<file path="src/rtl/sm83_pkg.sv">
// Shared SM83 system types and timer register map.
// Holds the bus types, the timer address constants and the timer state enum.
package sm83_pkg;

    typedef logic [15:0] addr_t;
    typedef logic [7:0]  data_t;

    localparam addr_t TIMER_DIV_ADDR  = 16'hFF04;
    localparam addr_t TIMER_TIMA_ADDR = 16'hFF05;
    localparam addr_t TIMER_TMA_ADDR  = 16'hFF06;
    localparam addr_t TIMER_TAC_ADDR  = 16'hFF07;

    typedef enum logic [1:0] {
        RUN    = 2'd0,
        OVF    = 2'd1,
        RELOAD = 2'd2
    } timer_state_t;

endpackage

</file>
<file path="src/rtl/gb_timer.sv">
// Game Boy DIV/TIMA/TMA/TAC timer: free-running divider, tap falling-edge
// counter and delayed TMA reload with a one-clock interrupt pulse.
module gb_timer
    import sm83_pkg::*;
(
    input  logic  clk,
    input  logic  rst_n,
    input  addr_t addr,
    input  data_t w_data,
    input  logic  w_wen,
    output data_t r_data,
    output logic  sel,
    output logic  irq_timer
);

    logic [15:0]  sys_cnt_q, sys_cnt_d;
    data_t        tima_q, tima_d;
    data_t        tma_q, tma_d;
    logic [2:0]   tac_q, tac_d;
    logic         tap_prev_q, tap_prev_d;
    logic         irq_q, irq_d;
    timer_state_t state_q, state_d;

    logic tap_bit;
    logic tap;
    logic tap_fall;
    logic wr_div, wr_tima, wr_tma, wr_tac;

    assign sel = (addr >= TIMER_DIV_ADDR) && (addr <= TIMER_TAC_ADDR);

    assign wr_div  = w_wen && sel && (addr == TIMER_DIV_ADDR);
    assign wr_tima = w_wen && sel && (addr == TIMER_TIMA_ADDR);
    assign wr_tma  = w_wen && sel && (addr == TIMER_TMA_ADDR);
    assign wr_tac  = w_wen && sel && (addr == TIMER_TAC_ADDR);

    always_comb begin
        tap_bit = 1'b0;
        case (tac_q[1:0])
            2'b00:   tap_bit = sys_cnt_q[9];
            2'b01:   tap_bit = sys_cnt_q[3];
            2'b10:   tap_bit = sys_cnt_q[5];
            default: tap_bit = sys_cnt_q[7];
        endcase
    end

    // Edge detection uses the registered tap, so a DIV clear or TAC change that
    // drops the tap also produces a count, exactly like a natural falling edge.
    assign tap      = tac_q[2] & tap_bit;
    assign tap_fall = tap_prev_q & ~tap;

    always_comb begin
        sys_cnt_d  = wr_div ? 16'h0000 : sys_cnt_q + 16'd1;
        tma_d      = wr_tma ? w_data : tma_q;
        tac_d      = wr_tac ? w_data[2:0] : tac_q;
        tap_prev_d = tap;
        tima_d     = tima_q;
        state_d    = state_q;
        irq_d      = 1'b0;

        case (state_q)
            RUN: begin
                if (wr_tima) begin
                    tima_d = w_data;
                end else if (tap_fall) begin
                    if (tima_q == 8'hFF) begin
                        tima_d  = 8'h00;
                        state_d = OVF;
                    end else begin
                        tima_d = tima_q + 8'd1;
                    end
                end
            end
            OVF: begin
                if (wr_tima) begin
                    tima_d  = w_data;
                    state_d = RUN;
                end else begin
                    // TIMA shows TMA for the whole RELOAD cycle; the pulse lines up with it.
                    tima_d  = tma_d;
                    state_d = RELOAD;
                    irq_d   = 1'b1;
                end
            end
            RELOAD: begin
                tima_d  = tma_d;
                state_d = RUN;
            end
            default: begin
                state_d = RUN;
            end
        endcase
    end

    always_ff @(posedge clk or negedge rst_n) begin
        if (!rst_n) begin
            sys_cnt_q  <= 16'h0000;
            tima_q     <= 8'h00;
            tma_q      <= 8'h00;
            tac_q      <= 3'b000;
            tap_prev_q <= 1'b0;
            irq_q      <= 1'b0;
            state_q    <= RUN;
        end else begin
            sys_cnt_q  <= sys_cnt_d;
            tima_q     <= tima_d;
            tma_q      <= tma_d;
            tac_q      <= tac_d;
            tap_prev_q <= tap_prev_d;
            irq_q      <= irq_d;
            state_q    <= state_d;
        end
    end

    assign irq_timer = irq_q;

    always_comb begin
        r_data = 8'h00;
        if (sel) begin
            case (addr)
                TIMER_DIV_ADDR:  r_data = sys_cnt_q[15:8];
                TIMER_TIMA_ADDR: r_data = tima_q;
                TIMER_TMA_ADDR:  r_data = tma_q;
                TIMER_TAC_ADDR:  r_data = {5'b11111, tac_q};
                default:         r_data = 8'h00;
            endcase
        end
    end

endmodule
</file>
<file path="config.mk">
export PLATFORM = sky130hd
export DESIGN_NAME = gb_timer
export DESIGN_NICKNAME = d
export VERILOG_FILES = /design/src/rtl/sm83_pkg.sv /design/src/rtl/gb_timer.sv
export SDC_FILE = /design/constraint.sdc
export NUM_CORES = 1
export LEC_CHECK = 0
export ABC_AREA = 0
export CAP_MARGIN = 5
export CORE_MARGIN = 2
export CORE_UTILIZATION = 50
export DETAILED_ROUTE_END_ITERATION = 8
export GPL_TIMING_DRIVEN = 0
export PLACE_DENSITY = 0.77
export SKIP_LAST_GASP = 1
export SLEW_MARGIN = 40
export SYNTH_ARGS = -nofsm -noshare
export SYNTH_HDL_FRONTEND = slang
export SYNTH_SLANG_ARGS = --single-unit
</file>
<file path="constraint.sdc">
create_clock -name clk -period 2.3 [get_ports clk]
set_input_delay 0.46 -clock clk [delete_from_list [all_inputs] [get_ports clk]]
set_output_delay 0.46 -clock clk [all_outputs]
set_load 0.005 [all_outputs]
</file>
## Word-level counts from Yosys, hierarchy flattened

Index checks and enable logic that the tools add are counted.

- Output and inout port bits: 10
- Bits in registers: 39
- Input bits: 27
- Word-level logic and storage cells: 55

- $lt $le $gt $ge: 2
- Reductions and logical operators: 11
- Bitwise logic cells: 3
- Mux-type cells: 17
- Add/sub/neg operators: 2
- Eq/ne operators: 13

Operators with widths:

| cell | count |
|---|---|
| 16-bit equality test (second input constant) | 4 |
| 8-bit two-way mux | 6 |
| 8-bit one-hot mux with 4 select lines | 1 |
| 8-bit one-hot mux with 3 select lines | 1 |
| 16-bit by 1-bit adder with 16-bit output (second input constant) | 1 |
| 16-bit greater-or-equal comparator (second input constant) | 1 |
| 16-bit <= comparator (second input constant) | 1 |
| 16-bit two-way mux | 1 |
| 8-bit by 1-bit adder with 8-bit output (second input constant) | 1 |
| 8-bit equality test (second input constant) | 1 |
| 2-bit two-way mux | 4 |
| 1-bit logical AND | 6 |
| 2-bit inequality test (second input constant) | 3 |
| 2-bit by 1-bit equality test with 1-bit output (second input constant) | 2 |
| 2-bit equality test (second input constant) | 2 |
| 2-bit zero test | 2 |
| 2-bit one-hot mux with 2 select lines | 1 |
| 3-bit inequality test (second input constant) | 1 |
| 1-bit one-hot mux with 3 select lines | 1 |
| 3-bit AND reduction | 1 |
| 3-bit nonzero test | 1 |
| 1-bit AND | 2 |
| 1-bit two-way mux | 2 |
| 2-bit AND reduction | 1 |
| 1-bit inverter | 1 |

## Depth between registers and ports, before layout

Gate-level depths: netlist (run 1).

- Depth in word-level cells: 8
- Mapped depth: 7
- Gate-level depth less buffers: 7

## Worst setup path after synthesis (run 1)

Ideal clock, no wire load.

- Path type: input -> register
- From: input port addr[5]
- To: register tima_q[5]
- Required time: 2174 ps
- Library setup time: 126 ps
- Arrival time: 2304 ps
- Slack: -130 ps
- Path buffers: 0
- Cell stages on the path: 6
- Cell sequence: or4b_1 -> or4_4 -> clkinv_4 -> a21boi_4 -> a211o_1 -> a311o_1

- Word-level cells in the longest chain between the ends: 7
- Elaborated cells between the ends (all ways): 14
- Classes of those cells: order compare (2); eq/ne (3); mux (4); reduce/logical (5)

RTL lines:

| element | RTL line | RTL |
|---|---|---|
| start, declared | gb_timer.sv:8 | `input addr_t addr,` |
| 16-bit greater-or-equal comparator or 16-bit <= comparator (tied branches) | gb_timer.sv:29 | `assign sel = (addr >= TIMER_DIV_ADDR) && (addr <= TIMER_TAC_ADDR);` |
| 1-bit logical AND (*) | gb_timer.sv:29 |  |
| via sel | gb_timer.sv:12 | `output logic sel,` |
| 1-bit logical AND (*) | gb_timer.sv:32, gb_timer.sv:33 |  |
| 1-bit logical AND | gb_timer.sv:33 | `assign wr_tma = w_wen && sel && (addr == TIMER_TMA_ADDR);` |
| 8-bit two-way mux | gb_timer.sv:53 | `tma_d = wr_tma ? w_data : tma_q;` |
| 8-bit two-way mux | gb_timer.sv:74 | `if (wr_tima) begin` |
| 8-bit one-hot mux with 3 select lines | gb_timer.sv:60 | `case (state_q)` |
| end signal, assigned | gb_timer.sv:105 | `tima_q <= tima_d;` |
| end, declared | gb_timer.sv:17 | `data_t tima_q, tima_d;` |

The timed path passes the listed nets; every way through them passes the cells marked *.
A chain may end at the register's enable or synchronous reset.

## Final worst setup path (run 1)

- From: input port addr[4]
- To: output port r_data[5]

- Word-level cells in the longest chain between the ends: 3
- Elaborated cells between the ends (all ways): 9
- Classes of those cells: order compare (2); eq/ne (4); mux (2); reduce/logical (1)

RTL lines:

| element | RTL line | RTL |
|---|---|---|
| 16-bit greater-or-equal comparator, or another cell as far along | gb_timer.sv:29 |  |
| 1-bit logical AND or 8-bit one-hot mux with 4 select lines (tied branches) | gb_timer.sv:29, gb_timer.sv:119 |  |
| 8-bit two-way mux (*) | gb_timer.sv:118 | `if (sel) begin` |
| end, declared | gb_timer.sv:11 | `output data_t r_data,` |

Every way passes the cells marked *; elsewhere a longest branch is shown, timed or not.

==> out/qor.csv, run 1 <==
stage,metric,value,unit
outcome,status,"finished, violations left",
outcome,violations,negative setup slack,
routing,vias,2600,
timing,rsz0062_at_grt,yes,
power,switchingPower,0.000365,W
routing,dr_wl_met3,621,um
die,die_y,76.6,um
yosys,syn_nets,315,
yosys,synth_edf_count,0,
global_routing,first_global_vias,2550,
routing,viasPerCell,6.34,
die,die_area,5870,sq um
global_routing,grt_util_all_layers,26.4,%
critical_path,critPathKind,input pin to primary output,
timing,hold_violations,0,
critical_path,cp_cell_sequence,buf_2 -> or4b_4 -> or4_4 -> buf_6 -> buf_6 -> nor2_2 -> buf_2,
global_routing,grt_max_degree,40,
power,powerDensity,395,nW/um^2
yosys,synthFlopType,dfrtp_1,
die,io_pins,37,
critical_path,crit_buf_inv,4,
routing,dr_wl_met2,3690,um
yosys,syn_inst,282,
yosys,ys_seq_elements,39,
timing,setup_viol,17,
cells_and_area,utilization,66.9,%
timing,relSlewSlack,48.3,%
yosys,netlist_area,2640,sq um
placed_design,placed_cells,387,
routing,highest_layer,met4,
power,power.internal,0.000985,W
critical_path,crit_path_max_incr_delay,590,ps
power,pwr-share-seq,53.7,%
placed_design,placed_cell_area,3090,sq um
routing,ant_nets,0,
timing,fin_crit_sh,113,%
cells_and_area,diodes,0,
yosys,avgSynthCellArea,9.36,sq um
cells_and_area,n_fill_cell,408,
clock_tree,clock_latency,290,ps
power,ir_drop,0.375,mV
timing,fin_ws,-290,ps
clock_tree,cts_root_buf,clkbuf_8,
die,placementRows,26,
clock_tree,htree_levels,2,
critical_path,end_kind,primary output,
timing,finalMaxSlewViolations,0,
power,comb_power_share,10.7,%
timing,fmax,386,MHz
placed_design,dp_hpwl,5140,um
placed_design,portBuffers,35,
critical_path,critical_path.max_fanout,5,
yosys,async_reset_ff_share,100,%
cells_and_area,layout-drive-gt1-share,23.8,%
timing,skew,8.33,ps
timing,tightest_slew,768,ps
clock_tree,clockBufferDepth,2,
critical_path,critical_path_arrival,2130,ps
timing,tns,-3710,ps
timing,hold_slack,129,ps
global_routing,antenna_found_initial,0,
die,die_w,76.6,um
power,clkPwrFrac,35.6,%
flow_run,maxCapViolations,0,
critical_path,startpoint_type,input pin,
power,power.leakage,1.45,nW
routing,met1_length,3150,um
routing,drc_errors,0,
timing,period_minus_slack,2590,ps
die,core,5110,sq um
clock_tree,holdBufCountCts,0,
die,start_util,51.7,%
cells_and_area,area_growth,29.5,%
routing,first_pass_iters,5,
yosys,ys_seq_area_share,37.0,%
cells_and_area,fin_nets,372,
clock_tree,cts_tree,yes,
routing,wl_per_cell,18.7,um
cells_and_area,fin_area,3420,sq um
placed_design,gp_congestion,0.885,
power,p_sw_share,27.0,%
clock_tree,clkSinkCount,39,
routing,wl,7670,um
routing,drt_iter0_markers,338,
min_path,hold_path_class,input pin to asynchronous set/reset pin,
cells_and_area,layout.cells.non_filler,410,
clock_tree,cts_buffers,5,
clock_tree,path_clk_slew,90,ps
yosys,ys_warn_count,0,
global_routing,overflow,0,
critical_path,slowest_stage,or4_4,
global_routing,grt_pass1_wl,12400,um
yosys,ys_types,64,
critical_path,critical_path.top_delay_family,simple AND/OR/NAND/NOR gates,
critical_path,cp.required,1840,ps
## per-layer routing
metal  up-vias  track usage (%)
met5         -                0
met4         0             11.5
met3        32             5.92
met2       156             43.6
met1      1233             33.3
li1       1179                -
## flip-flops by register name, summed over array words and instances (netlist names)
| register | count |
|---|---|
| irq_timer | 1 |
| state_q | 2 |
| sys_cnt_q | 16 |
| tac_q | 3 |
| tap_prev_q | 1 |
| tima_q | 8 |
| tma_q | 8 |
## synth_stat cells, drive strengths merged, types with 3 or more instances
master	count	share of area (%)
a21boi	5	1.8
a21oi	11	2.1
a31oi	8	1.9
and2	6	1.5
and3	4	0.95
clkbuf	7	1.0
clkinv	3	0.62
dfrtp	39	37
ha	6	2.8
inv	7	1.0
mux2	9	3.8
mux2i	4	1.5
mux4	4	3.4
nand2	22	3.1
nand2b	3	0.71
nand3	19	3.6
nor2	26	3.8
nor2b	4	0.95
nor3	5	0.95
nor4	4	1.5
o21ai	10	2.0
o22ai	9	2.1
o311ai	3	1.0
or3	3	0.71
or4	4	1.3
xnor2	8	2.7
xor2	8	2.7
## cell families (layout without fill, tap and decap cells)
family          after synthesis  in the layout  share of synthesized area (%)
flops                        39             39                           37.0
simple gates                114            114                           24.0
xor+xnor                     16             16                           5.31
fa+ha+maj                     6              6                           2.84
buf+inv                      19             77                           2.99
mux                          17             17                           8.77
compound gates               71             71                           19.1
## worst paths after layout
kind | end | slack, ps | from | cells past startpoint
hold / removal | state_q[1] | 130 | rst_n | 1
max in group asynchronous | sys_cnt_q[0] | 1810 | rst_n | 1
min in group clk | sys_cnt_q[0] | 510 | sys_cnt_q[0] | 1
hold reg to reg | sys_cnt_q[0] | 510 | sys_cnt_q[0] | 1
setup reg to reg | tima_q[5] | -50 | state_q[1] | 7
setup / recovery | r_data[5] | -290 | addr[4] | 7
## area by class of cell
type / instances / area [sq um] / share of cell area, %
Clock buffer: 5 / 68.8 / 2.01
Buffer: 8 / 53.8 / 1.57
Sequential cell: 39 / 976 / 28.6
Multi-Input combinational cell: 224 / 1720 / 50.2
Timing Repair Buffer: 51 / 447 / 13.1
Inverter: 10 / 43.8 / 1.28
Tap cell: 70 / 87.6 / 2.56
Clock inverter: 3 / 25.0 / 0.732
## power groups by stage
stage | Sequential (W) | Combinational [W] | Clock (W)
2_1_floorplan | 0.000732 | 0.0000626 | 0
3_3_place_gp | 0.000737 | 0.000140 | 0
3_5_place_dp | 0.000739 | 0.000140 | 0
4_1_cts | 0.000725 | 0.000138 | 0.000488
5_1_grt | 0.000729 | 0.000161 | 0.000530
6_report | 0.000725 | 0.000144 | 0.000481
## timing repair
| action | CTS | global route |
|---|---|---|
| buffers inserted | 14 | 3 |
| pin swaps | 20 | 5 |
| gates resized for setup | 88 | 22 |
| gates cloned | 0 | 0 |
| setup endpoints to repair | 42 | 33 |
## cells in the final DEF (no fill, tap or decap), types with 3 or more instances in the layout
| cell type | n |
|---|---|
| clkbuf_8 | 5 |
| ha_1 | 6 |
| buf_2 | 11 |
| mux2_1 | 5 |
| clkbuf_1 | 4 |
| nor2b_1 | 4 |
| nand2b_1 | 3 |
| mux2i_1 | 4 |
| buf_6 | 11 |
| a31oi_1 | 7 |
| clkdlybuf4s50_1 | 15 |
| nor4_1 | 3 |
| xor2_1 | 8 |
| nor3_1 | 5 |
| nor2_4 | 3 |
| and3_1 | 4 |
| a21boi_1 | 4 |
| mux4_2 | 4 |
| mux2_2 | 4 |
| or3_1 | 3 |
| dfrtp_1 | 39 |
| nor2_1 | 19 |
| clkinv_4 | 3 |
| and2_1 | 3 |
| inv_1 | 7 |
| o21ai_1 | 3 |
| a21oi_1 | 11 |
| o21ai_0 | 5 |
| o22ai_1 | 7 |
| nand3_1 | 19 |
| nor2_2 | 4 |
| xnor2_1 | 8 |
| nand2_1 | 22 |
| buf_4 | 11 |
## metrics by stage
step | worst slack [ps] | total power, W
after floorplan | -61.3 | 0.000795
after global placement | -966 | 0.000877
after detailed placement | -989 | 0.000879
after CTS | -302 | 0.00135
after global routing | -340 | 0.00142
final | -290 | 0.00135
Note: power is estimated with default switching activity, not from simulation.
==> inputs of run 2 (changes only) <==
- CTS_CLUSTER_SIZE: not set -> 14
==> results of run 2 <==
Same layout as run 1: the final DEF is identical, and so are final timing and power.
==> inputs of run 3 (changes only) <==
- CORE_ASPECT_RATIO: not set -> 1.75
- GPL_TIMING_DRIVEN: 0 -> not set
==> run 3 against run 2 <==
The flow still finishes with violations (negative setup slack). Sequential share of layout area fell by 2.6 points. Sequential power barely moved. Sequential cell count did not move. Wire length rose by 13%. Count of clock-buffer cells in the layout did not move. Final area rose by 10%. Power rose by 8.7%. Clock power rose by 17%. Worst hold slack improved by 98 ps. Clock skew fell by 2.4 ps. Final cell count rose by 1.7%. Register-to-register slack improved by 140 ps.
==> out/qor.csv, run 3 (synthesized netlist as in run 1, its figures left out) <==
stage,metric,value,unit,change
clock_tree,holdBufCountCts,0,,unchanged
clock_tree,cts_buffers,5,,unchanged
timing,tns,-4060,ps,was -3710 ps
die,io_pins,37,,unchanged
power,total_power,0.00147,W,was 0.00135 W
clock_tree,cts_root_buf,clkbuf_8,,unchanged
timing,fin_crit_sh,111,%,was 113%
timing,finalMaxSlewViolations,0,,unchanged
cells_and_area,fin_area,3770,sq um,was 3420 sq um
timing,relSlewSlack,65.5,%,was 48.3%
outcome,violations,negative setup slack,,unchanged
timing,hold_violations,0,,unchanged
timing,period_minus_slack,2550,ps,was 2590 ps
global_routing,overflow,0,,unchanged
power,power.leakage,1.61,nW,was 1.45 nW
clock_tree,cts_tree,yes,,unchanged
die,die_area,5900,sq um,was 5870 sq um
critical_path,timing.rr.end,tima_q[5],,unchanged
die,start_util,51.1,%,was 51.7%
cells_and_area,largest_reg_flops,16,,unchanged
clock_tree,clock_latency,290,ps,about the same
global_routing,antenna_found_initial,0,,unchanged
cells_and_area,layout_common_cells,"dfrtp_1 (39), buf_4 (35), nand2_1 (22), nand3_1 (19), clkdlybuf4s50_1 (17)",,"was dfrtp_1 (39), nand2_1 (22), nand3_1 (19), nor2_1 (19), clkdlybuf4s50_1 (15)"
cells_and_area,area_growth,42.8,%,was 29.5%
timing,fmax,392,MHz,was 386 MHz
critical_path,end_kind,primary output,,unchanged
placed_design,dp_hpwl,5880,um,was 5140 um
critical_path,critical_path_arrival,2090,ps,was 2130 ps
critical_path,startpoint_type,input pin,,unchanged
cells_and_area,top_regs,"sys_cnt_q: 16 flops, tima_q: 8 flops, tma_q: 8 flops",,unchanged
placed_design,portBuffers,36,,was 35
routing,drt_iter0_markers,200,,was 338
critical_path,cp.required,1840,ps,about the same
placed_design,placed_cell_area,3330,sq um,was 3090 sq um
timing,rsz0062_at_grt,yes,,unchanged
placed_design,place_ws,-943,ps,was -989 ps
routing,first_pass_iters,7,,was 5
critical_path,r2r_slack,90,ps,was -50 ps
die,placementRows,35,,was 26
cells_and_area,diodes,0,,unchanged
routing,ant_nets,0,,unchanged
power,powerDensity,390,nW/um^2,was 395 nW/um^2
die,core,5170,sq um,was 5110 sq um
global_routing,first_global_vias,2619,,was 2550
placed_design,gp_congestion,0.972,,was 0.885
timing,setup_viol,33,,was 17
timing,tightest_slew,517,ps,was 768 ps
die,die_w,58.9,um,was 76.6 um
routing,wl_per_cell,20.8,um,was 18.7 um
clock_tree,clockBufferDepth,2,,unchanged
critical_path,critPathKind,input pin to primary output,,unchanged
timing,fin_ws,-248,ps,was -290 ps
routing,vias,2709,,was 2600
global_routing,grt_max_degree,40,,unchanged
clock_tree,path_clk_slew,70,ps,was 90 ps
power,ir_drop,0.551,mV,was 0.375 mV
timing,hold_slack,226,ps,was 129 ps
critical_path,critical_path.max_fanout,4,,was 5
cells_and_area,fin_nets,395,,was 372
min_path,hold_path_class,input pin to asynchronous set/reset pin,,unchanged
critical_path,r2r_cells,7,,unchanged
clock_tree,htree_levels,2,,unchanged
cells_and_area,regMostFlops,sys_cnt_q,,unchanged
routing,viasPerCell,6.50,,was 6.34
cells_and_area,layout-drive-gt1-share,35.4,%,was 23.8%
flow_run,maxCapViolations,0,,unchanged
die,die_y,100,um,was 76.6 um
outcome,status,"finished, violations left",,unchanged
cells_and_area,final_common_cell,dfrtp_1,,unchanged
critical_path,r2r-start,state_q[0],,was state_q[1]
timing,skew,5.91,ps,was 8.33 ps
routing,wl,8690,um,was 7670 um
global_routing,grt_pass1_wl,13100,um,was 12400 um
global_routing,grt_util_all_layers,29.2,%,was 26.4%
routing,drc_errors,0,,unchanged
clock_tree,clkSinkCount,39,,unchanged
==> run 3: cell types whose count changed in the layout (fill, tap and decap cells not counted), moves of 2 or more <==
cell / previous run / this run
clkdlybuf4s50_1: 15 / 17
clkinv_4: 3 / 1
clkbuf_1: 4 / 0
nor2_1: 19 / 8
o22ai_2: 1 / 3
buf_6: 11 / 13
nor2_2: 4 / 2
nor2_4: 3 / 16
a21oi_2: 0 / 5
buf_4: 11 / 35
a211oi_2: 0 / 2
a2111oi_0: 2 / 0
a21oi_1: 11 / 6
==> run 3: timing repair <==
item	in CTS	in global routing
cloned	0	1
pin swaps	15	23
endpoints found under the setup margin	41	35
setup buffers	5	4
resized for setup	84	56
==> run 3: power by group <==
| group | leakage, nW | internal (W) | total [W] | switching (W) |
|---|---|---|---|---|
| registers | 0.515 | 0.000703 | 0.000728 | 0.0000252 |
| logic | 1.05 | 0.0000877 | 0.000180 | 0.0000923 |
| clock network | 0.0502 | 0.000317 | 0.000561 | 0.000244 |
| total | 1.61 | 0.00111 | 0.00147 | 0.000361 |
==> run 3: worst max-delay path by stage <==
stage	start	to	slack, ps
2_1_floorplan	addr[3]	tima_q[5]	-60
3_3_place_gp	addr[11]	r_data[0]	-900
3_5_place_dp	addr[11]	r_data[0]	-940
4_1_cts	addr[5]	r_data[0]	-240
5_1_grt	addr[7]	r_data[2]	-270
6_report	addr[7]	r_data[0]	-250
==> run 3: worst max-delay path, cell delays in order <==
cell,delay (ps)
buf_2,100
or4bb_1,480
or4_4,640
clkinv_4,100
buf_6,90
and2_4,120
buf_6,80
==> run 3: routing by layer <==
metal | vias up | GRT usage, % | share of wire [%]
li1 | 1217 | - | -
met1 | 1331 | 32.4 | 35
met2 | 121 | 51.8 | 54
met3 | 40 | 4.77 | 5.7
met4 | 0 | 15.0 | 5.3
met5 | - | 0 | 0
==> run 3: per-stage QoR <==
stage / instances / util (%)
detailed placement: 402 / 64.5
global placement: 402 / 64.5
floorplan: 282 / -
CTS: 414 / 67.7
global route: 417 / 72.9
finish: 417 / 72.9
==> run 3: layout make-up <==
| class | count | area (sq um) |
|---|---|---|
| multi-input cells | 224 | 1850 |
| inverters | 10 | 42.5 |
| fillers | 346 | 1400 |
| clock inverters | 2 | 37.5 |
| repair buffers | 82 | 723 |
| flip-flops and latches | 39 | 976 |
| clock buffers | 5 | 68.8 |
| well taps | 55 | 68.8 |
